$ cat src/rtl/iterative_shifter_nbit.sv
// rtl/iterative_shifter_nbit.sv - multi-cycle SLL/SRL/SRA(/ROR) shifter, STEP positions per clock; optional ROR via ITER_SHIFTER_ROTATE_EN
module iterative_shifter_nbit #(
  parameter int N    = 32,
  parameter int STEP = 1
) (
  input  logic                 clk,
  input  logic                 rst,
  input  logic                 start,
  input  logic [1:0]           op,
  input  logic [N-1:0]         a,
  input  logic [$clog2(N)-1:0] shamt,
  output logic                 busy,
  output logic                 done,
  output logic [N-1:0]         result
);

  localparam int SW = $clog2(N);

  localparam logic [1:0] ST_IDLE  = 2'd0;
  localparam logic [1:0] ST_SHIFT = 2'd1;
  localparam logic [1:0] ST_DONE  = 2'd2;

  localparam logic [1:0] OP_SLL = 2'b00;
  localparam logic [1:0] OP_SRL = 2'b01;
  localparam logic [1:0] OP_SRA = 2'b10;
  localparam logic [1:0] OP_ROR = 2'b11;

  localparam logic [SW-1:0] STEP_V = SW'(STEP);
`ifdef ITER_SHIFTER_ROTATE_EN
  localparam logic [SW:0] N_V = (SW+1)'(N);
`endif

  logic [1:0]    state_q, state_d;
  logic [N-1:0]  acc_q, acc_d;
  logic [SW-1:0] rem_q, rem_d;
  logic [1:0]    op_q, op_d;
  logic [N-1:0]  result_q, result_d;

  logic [SW-1:0] step_k;
  logic [SW-1:0] rem_next;
  logic [N-1:0]  shifted;
  logic          zero_amt;

  // Positions moved this cycle: the full STEP, or whatever remains if less.
  always_comb begin
    step_k   = (rem_q < STEP_V) ? rem_q : STEP_V;
    rem_next = rem_q - step_k;
  end

  // Without the rotate option, op=11 completes immediately with result=a.
`ifdef ITER_SHIFTER_ROTATE_EN
  assign zero_amt = (shamt == '0);
`else
  assign zero_amt = (shamt == '0) || (op == OP_ROR);
`endif

  // One iteration of the shift on the accumulator using the latched op.
  always_comb begin
    shifted = acc_q;
    case (op_q)
      OP_SLL:  shifted = acc_q << step_k;
      OP_SRL:  shifted = acc_q >> step_k;
      OP_SRA:  shifted = $signed(acc_q) >>> step_k;
      default: begin
`ifdef ITER_SHIFTER_ROTATE_EN
        // step_k is never 0 in SHIFT, so N-step_k stays below N.
        shifted = (acc_q >> step_k) | (acc_q << (N_V - {1'b0, step_k}));
`else
        shifted = acc_q;
`endif
      end
    endcase
  end

  // FSM next-state: accept in IDLE, iterate in SHIFT, one-cycle DONE pulse.
  always_comb begin
    state_d  = state_q;
    acc_d    = acc_q;
    rem_d    = rem_q;
    op_d     = op_q;
    result_d = result_q;
    case (state_q)
      ST_IDLE: begin
        if (start) begin
          acc_d = a;
          op_d  = op;
          if (zero_amt) begin
            rem_d    = '0;
            result_d = a;
            state_d  = ST_DONE;
          end else begin
            rem_d   = shamt;
            state_d = ST_SHIFT;
          end
        end
      end
      ST_SHIFT: begin
        acc_d = shifted;
        rem_d = rem_next;
        if (rem_next == '0) begin
          result_d = shifted;
          state_d  = ST_DONE;
        end
      end
      ST_DONE: state_d = ST_IDLE;
      default: state_d = ST_IDLE;
    endcase
  end

  // State registers; reset drops any in-flight operation at once.
  always_ff @(posedge clk or negedge rst) begin
    if (!rst) begin
      state_q  <= ST_IDLE;
      acc_q    <= '0;
      rem_q    <= '0;
      op_q     <= OP_SLL;
      result_q <= '0;
    end else begin
      state_q  <= state_d;
      acc_q    <= acc_d;
      rem_q    <= rem_d;
      op_q     <= op_d;
      result_q <= result_d;
    end
  end

  assign busy   = (state_q != ST_IDLE);
  assign done   = (state_q == ST_DONE);
  assign result = result_q;

endmodule

$ cat config.mk
export PLATFORM = sky130hd
export DESIGN_NAME = iterative_shifter_nbit
export DESIGN_NICKNAME = d
export VERILOG_FILES = /design/src/rtl/iterative_shifter_nbit.sv
export SDC_FILE = /design/constraint.sdc
export NUM_CORES = 1
export LEC_CHECK = 0
export CORE_MARGIN = 5
export CORE_UTILIZATION = 48
export CTS_CLUSTER_DIAMETER = 200
export DETAILED_ROUTE_END_ITERATION = 10
export GPL_ROUTABILITY_DRIVEN = 0
export GPL_TIMING_DRIVEN = 0
export PLACE_DENSITY = 0.86
export SLEW_MARGIN = 20
export SYNTH_ARGS = -nofsm -noshare
export SYNTH_HDL_FRONTEND = slang
export SYNTH_SLANG_ARGS = --single-unit
$ cat constraint.sdc
create_clock -name clk -period 4 [get_ports clk]
set_input_delay 0.8 -clock clk [delete_from_list [all_inputs] [get_ports clk]]
set_output_delay 0.8 -clock clk [all_outputs]
set_load 0.02 [all_outputs]
== After elaboration in Yosys (flattened, before gate mapping) ==
Cells that the tools add are included.

* Reductions and logical operators: 11
* Eq/ne operators: 8
* Shift-type cells: 3
* $add $sub $neg: 1
* Order comparisons: 1
* Bitwise operators: 0
* $mul: 0
* Divide/modulo/power cells: 0
* Multiplexer cells: 15

{| class="wikitable"
|+ Operators with widths
! cell !! count
|-
| 2-to-1 mux 32 bit || 4
|-
| case mux 32 bit (2 select lines) || 2
|-
| case mux 32 bit (3 select lines) || 1
|-
| left shift 32 x 5 -> 32 bit || 1
|-
| right shift 32 x 5 -> 32 bit || 1
|-
| >>> shifter 32 x 5 -> 32 bit || 1
|-
| 2-to-1 mux 5 bit || 3
|-
| logical NOT 5 bit || 2
|-
| case mux 5 bit (2 select lines) || 1
|-
| equality test 2 bit, second input constant || 3
|-
| 2-to-1 mux 2 bit || 3
|-
| != test 2 bit, second input constant || 3
|-
| AND reduction 2 bit || 3
|-
| < comparator 5 x 1 -> 1 bit, second input constant || 1
|-
| subtractor 5 bit || 1
|-
| equality test 2 x 1 -> 1 bit, second input constant || 2
|-
| logical NOT 2 bit || 2
|-
| case mux 2 bit (2 select lines) || 1
|-
| AND reduction 4 bit || 1
|-
| nonzero test 2 bit || 2
|-
| logical OR 1 bit || 1
|}

* ROM bits: 0
* Output and inout bits: 34
* Bits in registers: 73
* Memories: 0
* RAM bits: 0
* Logic and storage cells: 44
* Latch bits: 0

== Logic depth before layout (Yosys ltp) ==
Gate-level depths: netlist of the first run.

* Depth after elaboration: 6
* Depth in mapped cells: 9
* Depth with buffers taken out: 7

== Worst setup path before layout of the first run ==
Ideal clock, no wire load.

* Kind: input -> register
* Start point: input shamt[1]
* End point: register result_q[17], in the netlist result[17]
* Path buffers: 1
* Data arrival time: 1.933 ns
* Stages on the path: 5
* Path slack: 1.942 ns
* Data required time: 3.875 ns
* Path through: nor4_1 a22oi_1 nand2_1 buf_2 mux2_2

* Longest elaborated chain between the ends: 4

{| class="wikitable"
|+ RTL lines
! what !! line !! text
|-
| start, declared || 11 || <nowiki>input logic [$clog2(N)-1:0] shamt,</nowiki>
|-
| logical NOT 5 bit || 54 || <nowiki>assign zero_amt = (shamt == '0) || (op == OP_ROR);</nowiki>
|-
| logical OR 1 bit || 54 ||
|-
| != test 2 bit (no source line) || n/a ||
|-
| AND reduction 4 bit (no source line) || n/a ||
|-
| end signal, assigned || 123 || <nowiki>result_q <= result_d;</nowiki>
|-
| end, declared || 37 || <nowiki>logic [N-1:0] result_q, result_d;</nowiki>
|}

Every way passes these cells.
A chain may end at the register's enable or synchronous reset.

== Worst setup path after layout of the first run ==
* Start point: input op[1]
* End point: register result_q[15], in the netlist result[15]

* Longest elaborated chain between the ends: 4

{| class="wikitable"
|+ RTL lines
! what !! line !! text
|-
| start, declared || 9 || <nowiki>input logic [1:0] op,</nowiki>
|-
| equality test 2 bit || 54 ||
|-
| logical OR 1 bit || 54 ||
|-
| != test 2 bit (no source line) || n/a ||
|-
| AND reduction 4 bit (no source line) || n/a ||
|}

Every way passes these cells.

==> results of run 1 <==
worst max-delay path: cells and delay by family:
family	cells	cell delay, ns
buffers and inverters	3	1.14
AOI/OAI and AO/OA	2	0.36
and+or+nand+nor	3	0.65
synth_stat cells (6+ instances only):
| cell | instances | area (um^2) |
|---|---|---|
| dfrtp_1 | 73 | 1830 |
| nor2_1 | 64 | 240 |
| a31oi_1 | 48 | 300 |
| nand2_1 | 38 | 143 |
| o21ai_0 | 35 | 175 |
| mux2i_1 | 26 | 260 |
| clkbuf_1 | 22 | 82.6 |
| a21oi_1 | 20 | 100 |
| a211o_1 | 18 | 158 |
| o32ai_1 | 18 | 158 |
| mux2_2 | 14 | 158 |
| buf_2 | 11 | 55.1 |
| inv_1 | 8 | 30.0 |
| o221ai_1 | 6 | 52.6 |
sequential cells by signal, indices dropped and copies added (netlist names):
| signal | flops |
|---|---|
| state_q | 2 |
| result | 32 |
| op_q | 2 |
| acc_q | 32 |
| rem_q | 5 |
where the power goes:
part	internal, mW	switching (mW)
clock network	0.259	0.277
registers	1.12	0.437
logic	1.32	1.75
total	2.70	2.47
worst max-delay path by stage:
stage | from | end | slack [ns] | cells after the start
2_1_floorplan | shamt[1] | result[17]$_DFFE_PN0P_ | 1.94 | 5
5_1_grt | shamt[1] | result[15]$_DFFE_PN0P_ | 1.22 | 8
6_report | op[1] | result[15]$_DFFE_PN0P_ | 1.33 | 8
3_3_place_gp | rst | result[24]$_DFFE_PN0P_ | -0.27 | 1
4_1_cts | shamt[1] | result[15]$_DFFE_PN0P_ | 1.40 | 8
3_5_place_dp | shamt[1] | result[15]$_DFFE_PN0P_ | 1.02 | 8
per-layer routing:
layer,share of wire (%),global-route usage (%),vias up
met5,0,0,-
met4,4.2,13.1,0
met3,9.2,5.70,51
met2,46,38.3,247
met1,40,32.5,2016
li1,-,-,1913
area by class of cell:
cell class / instances / area (um^2)
Buffer: 40 / 191
Clock buffer: 14 / 163
Clock inverter: 2 / 12.5
Fill cell: 708 / 3360
Inverter: 8 / 30.0
Multi-Input combinational cell: 338 / 2150
Sequential cell: 73 / 1830
Tap cell: 108 / 135
Timing Repair Buffer: 76 / 768
layout by cell type (no fill, tap or decap), types with 2 or more instances in the layout:
cell	n
o22ai_1	3
clkbuf_1	25
nor2_1	64
buf_2	11
a21boi_0	2
nand2b_1	3
a2bb2oi_1	2
buf_4	4
mux2_2	14
o21ai_0	35
a21oi_1	20
buf_6	2
a21o_1	4
nand3_1	2
a31oi_1	48
nor4_1	2
clkbuf_8	11
dfrtp_1	73
a311o_1	4
o32a_1	3
nor3_1	5
mux2i_1	26
a211o_1	18
nand2_1	38
o2111ai_1	3
clkdlybuf4s50_1	74
o221ai_1	6
inv_1	8
a221o_1	2
o32ai_1	18
cell families after synthesis:
group | Yosys count | share of synthesized area, %
DFF | 73 | 43.5
adders and majority gates | 1 | 0.298
AOI/OAI and AO/OA | 171 | 27.8
xor gates and xnor gates | 1 | 0.209
muxes | 40 | 9.96
and+or+nand+nor | 125 | 12.9
buffers and inverters | 48 | 5.28
through the flow:
stage               util (%)  hold slack, ns  total power [mW]  setup TNS (ns)
global route            61.1           0.420              5.51               0
detailed placement      59.0           0.498              4.57               0
floorplan                  -           0.470              3.54               0
finish                  61.1           0.389              5.17               0
global placement        58.8           0.489              4.43          -19.74
CTS                     61.1           0.406              5.11               0
==> run_results.csv, run 1 <==
group,metric,value,unit
route,drt-total-wl,12800,um
placed_design,place_worst_setup_slack,1.02,ns
setup_path,cpMostUsedCell,"buf_2",
clock_network,clockBufferDepth,2,
route,drc,0,
timing,rsz0062_at_grt,"no",
route,drtIter0Drc,543,
yosys,yosys.cell_types.count,46,
die,initial_core_util,48.6,%
layout,nets,589,
timing,setup-violations-final,0,
layout,layout.cells.non_filler,659,
die,num_rows,34,
yosys,syn_area_per_cell,9.14,um^2
grt,grt_pass1_wl,20600,um
yosys,synthArstFlopShare,100,%
die,die_w,103,um
clock_network,clk_pin_slew,0.08,ns
setup_path,worstSetupPathType,"in -> reg",
route,vias,4227,
setup_path,worstSetupEndpointType,"flip-flop",
layout,area_growth_syn_to_layout,25.7,%
grt,grt_max_degree,40,
pwr,p_per_area,980,mW/mm^2
yosys,seq_area_frac_synth,43.5,%
layout,final_area,0.00527,mm^2
setup_path,start_kind,"input pin",
placed_design,dp.cells,643,
grt,grt_pass1_vias,4195,
route,wire_per_inst,19.4,um
setup_path,timing.rr.start,"rem_q[4]$_DFFE_PN0P_",
run,maxCapViolCount,0,
placed_design,placed_cell_area,0.00510,mm^2
yosys,syn_nets,502,
route,dr.pass1.iters,6,
clock_network,postCtsSetupBuffers,0,
setup_path,cp_max_fo,10,
clock_network,cts-buffers-inserted,9,
layout,diodes,0,
setup_path,required,4.28,ns
setup_path,r2r_slack,1.45,ns
setup_path,cp.arrival,2.95,ns
timing,fmax,0.374,GHz
setup_path,reg2reg_to,"result[15]$_DFFE_PN0P_",
yosys,synth_edf_count,0,
die,chipHeight,103,um
setup_path,crit_path_cell_trace,"clkdlybuf4s50_1, nor4bb_1, a22oi_1, nand2_1, buf_2, buf_2, nor2_1, a21oi_1",
timing,slew_headroom,58.8,%
clock_network,post_cts_resized,0,
setup_path,cp_slowest_stage_delay,0.54,ns
grt,grt_antenna_before_repair,0,
clock_network,htreeDepth,3,
grt,grt.total_usage,24.8,%
route,viasPerCell,6.41,
layout,drive_above_1_share,8.71,%
setup_path,critPathSlowestCell,"clkdlybuf4s50_1",
clock_network,cts_tree,"yes",
setup_path,r2r_cells,9,
clock_network,hold_buffers,0,
clock_network,clock_latency,0.36,ns
placed_design,place_hpwl,9130,um
route,drtAntennaViolNets,0,
timing,layout_min_cycle_time,2.67,ns
die,die_area,0.0107,mm^2
worst_hold_path,hp-class,"in -> async",
clock_network,clock_tree.root_cell,"clkbuf_8",
yosys,syn_inst,459,
pwr,power_leakage,2.15,nW
timing,min_period_over_period,66.8,%
placed_design,io_buffers,75,
die,design.core.area,0.00864,mm^2
yosys,yosys_warnings,0,
yosys,synth_seq_cells,73,
timing,finalHoldViolCount,0,
yosys,ys.flop_type,"dfrtp_1",
yosys,synth_area,0.00420,mm^2
grt,overflow,0,
status,status,"completed",
die,ioPinCount,76,
timing,tightest_slew,0.613,ns
timing,finalMaxSlewViolations,0,
pwr,vdd_drop_max,0.415,mV
clock_network,numClockSinks,73,
timing,finClkSkew,0.00820,ns
timing,setup_ws,1.33,ns
Power figures use the tool's default switching activity.
==> run 2, diff against run 1 <==
- clock period: 4 -> 2.8 ns (I/O delays scaled with it)
==> results of run 2 <==
The final DEF is identical to that of run 1. Status: completed.
Main changes from that run: setup slack after placement 1.02 ns -> 0.0625 ns; setup slack after layout 1.33 ns -> 0.249 ns; hold slack 0.389 ns -> 0.149 ns; start point of the critical path op[1] -> rem_q[4]$_DFFE_PN0P_; register-to-register setup slack 1.45 ns -> 0.25 ns; total power 5.17 mW -> 7.38 mW; worst IR drop on VDD 0.415 mV -> 0.592 mV
==> run 3, diff against run 2 <==
- clock period: 2.8 -> 2.5 ns (I/O delays scaled with it)
==> run 3 against run 2 <==
Effect of this change:
- register-to-register slack worse by 0.14 ns
- setup slack worse by 0.14 ns
- global-route usage about the same
==> run_results.csv, run 3 (synthesis gave the netlist of run 1 again) <==
group,metric,value,unit
pwr,p_comb_share,59.6,%
clock_network,cts_tree,"yes",
placed_design,place_hpwl,9130,um
setup_path,crit_path_cell_trace,"nor2_2, a21o_1, ha_1, nand4_1, nand2_1, clkbuf_4, buf_2, a31oi_1",
clock_network,postCtsSetupBuffers,0,
clock_network,clock_latency,0.36,ns
die,num_rows,34,
route,dr.pass1.iters,5,
clock_network,clk_pin_slew,0.08,ns
pwr,power.internal,4.33,mW
timing,finalHoldViolCount,0,
clock_network,numClockSinks,73,
timing,setup-tns-final,0,ns
route,viasPerCell,6.52,
timing,rsz0062_at_grt,"no",
route,drc,0,
timing,layout_min_cycle_time,2.39,ns
layout,layout_common_cells,"clkdlybuf4s50_1, dfrtp_1, nor2_1",
pwr,p_per_area,1570,mW/mm^2
timing,tightest_slew,0.634,ns
pwr,swShare,47.9,%
setup_path,cp_max_fo,10,
route,wire_per_inst,19.5,um
timing,slew_headroom,57.4,%
layout,drive_above_1_share,9.07,%
layout,final_common_cell,"clkdlybuf4s50_1",
die,chipHeight,103,um
grt,grt.total_usage,24.8,%
layout,area_growth_syn_to_layout,25.9,%
layout,regArea,0.00183,mm^2
grt,grt_max_degree,40,
timing,min_period_over_period,95.5,%
timing,setup_ws,0.112,ns
status,status,"completed",
setup_path,critPathSlowestCell,"dfrtp_1",
route,drt-total-wl,12900,um
layout,multi_input_area,0.00215,mm^2
die,die_w,103,um
die,die_area,0.0107,mm^2
setup_path,worstSetupEndpointType,"flip-flop",
die,initial_core_util,48.6,%
clock_network,clock_tree.root_cell,"clkbuf_8",
layout,fillers,709,
clock_network,cts-buffers-inserted,9,
pwr,p_seq_share,30.0,%
clock_network,htreeDepth,3,
grt,grt_antenna_before_repair,0,
pwr,p_sw,3.98,mW
placed_design,io_buffers,75,
pwr,clkPwrFrac,10.4,%
grt,grt_pass1_vias,4186,
setup_path,required,2.73,ns
grt,grt_pass1_wl,20600,um
timing,finalMaxSlewViolations,0,
timing,setup-violations-final,0,
clock_network,clockBufferDepth,2,
worst_hold_path,hp-class,"in -> async",
timing,fmax,0.419,GHz
route,drtIter0Drc,503,
setup_path,start_kind,"flip-flop",
route,vias,4298,
setup_path,r2r_slack,0.11,ns
setup_path,cp.arrival,2.61,ns
grt,overflow,0,
run,maxCapViolCount,0,
setup_path,cp_slowest_stage_delay,0.44,ns
layout,diodes,0,
die,ioPinCount,76,
die,design.core.area,0.00864,mm^2
route,drtAntennaViolNets,0,
placed_design,place_worst_setup_slack,-0.178,ns
setup_path,crit_buf_inv,2,
layout,nets,589,
timing,finClkSkew,0.0109,ns
pwr,power_leakage,2.15,nW
pwr,vdd_drop_max,0.664,mV
setup_path,crit_family,"simple AND/OR/NAND/NOR gates",
setup_path,worstSetupPathType,"reg -> reg",
[run 3: changes by cell type in the layout (fill, tap and decap cells not counted), sizes merged]
cell,delta
clkbuf,+2
buf,-2
[run 3: layout make-up]
cell class                 instances  share of cell area, %
buffer                            40                   3.74
clock buffer                      14                   3.08
clock inverter                     2                  0.237
inverter                           8                  0.568
multi-input combinational        338                   40.7
sequential                        73                   34.6
tap                              108                   2.56
timing repair buffer              76                   14.5
[run 3: worst paths after layout]
path	from	to	depth (start not counted)
setup / recovery	rem_q[4]$_DFFE_PN0P_	result[5]$_DFFE_PN0P_	8
hold / removal	rst	result[31]$_DFFE_PN0P_	1
setup reg to reg	rem_q[4]$_DFFE_PN0P_	result[5]$_DFFE_PN0P_	8
hold reg to reg	acc_q[0]$_DFFE_PN0P_	acc_q[0]$_DFFE_PN0P_	2
max in group asynchronous	rst	acc_q[4]$_DFFE_PN0P_	2
min in group clk	acc_q[0]$_DFFE_PN0P_	acc_q[0]$_DFFE_PN0P_	2
[run 3: per-stage QoR]
step           util (%)  hold slack, ns  total power, mW  instance area, um^2  std cells
2_1_floorplan         -           0.204             5.66                 4200        459
5_1_grt            61.2           0.122             8.83                 5280        659
4_1_cts            61.1           0.106             8.19                 5280        659
6_report           61.2          0.0930             8.31                 5280        659
3_5_place_dp       59.0           0.489             7.32                 5100        643
3_3_place_gp       58.8           0.489             7.08                 5080        642
[run 3: timing repair]
| item | in CTS | in global routing |
|---|---|---|
| hold buffers | 0 | 0 |
| gates resized for setup | 1 | 4 |
| endpoints found under the setup margin | 4 | 25 |
[run 3: layer usage]
metal	global-route usage [%]	vias to the layer above	part of all wire (%)
li1	-	1918	-
met1	32.6	2073	41
met2	38.2	260	47
met3	5.43	47	9.1
met4	13.0	0	3.7
met5	0	-	0
[run 3: power by group through the flow]
stage	combinational, mW	sequential [mW]	clock (mW)
final	4.95	2.49	0.863
after global routing	5.35	2.56	0.922
after CTS	4.87	2.45	0.858
after detailed placement	4.85	2.47	0
after global placement	4.65	2.43	0
after floorplan	3.08	2.58	0
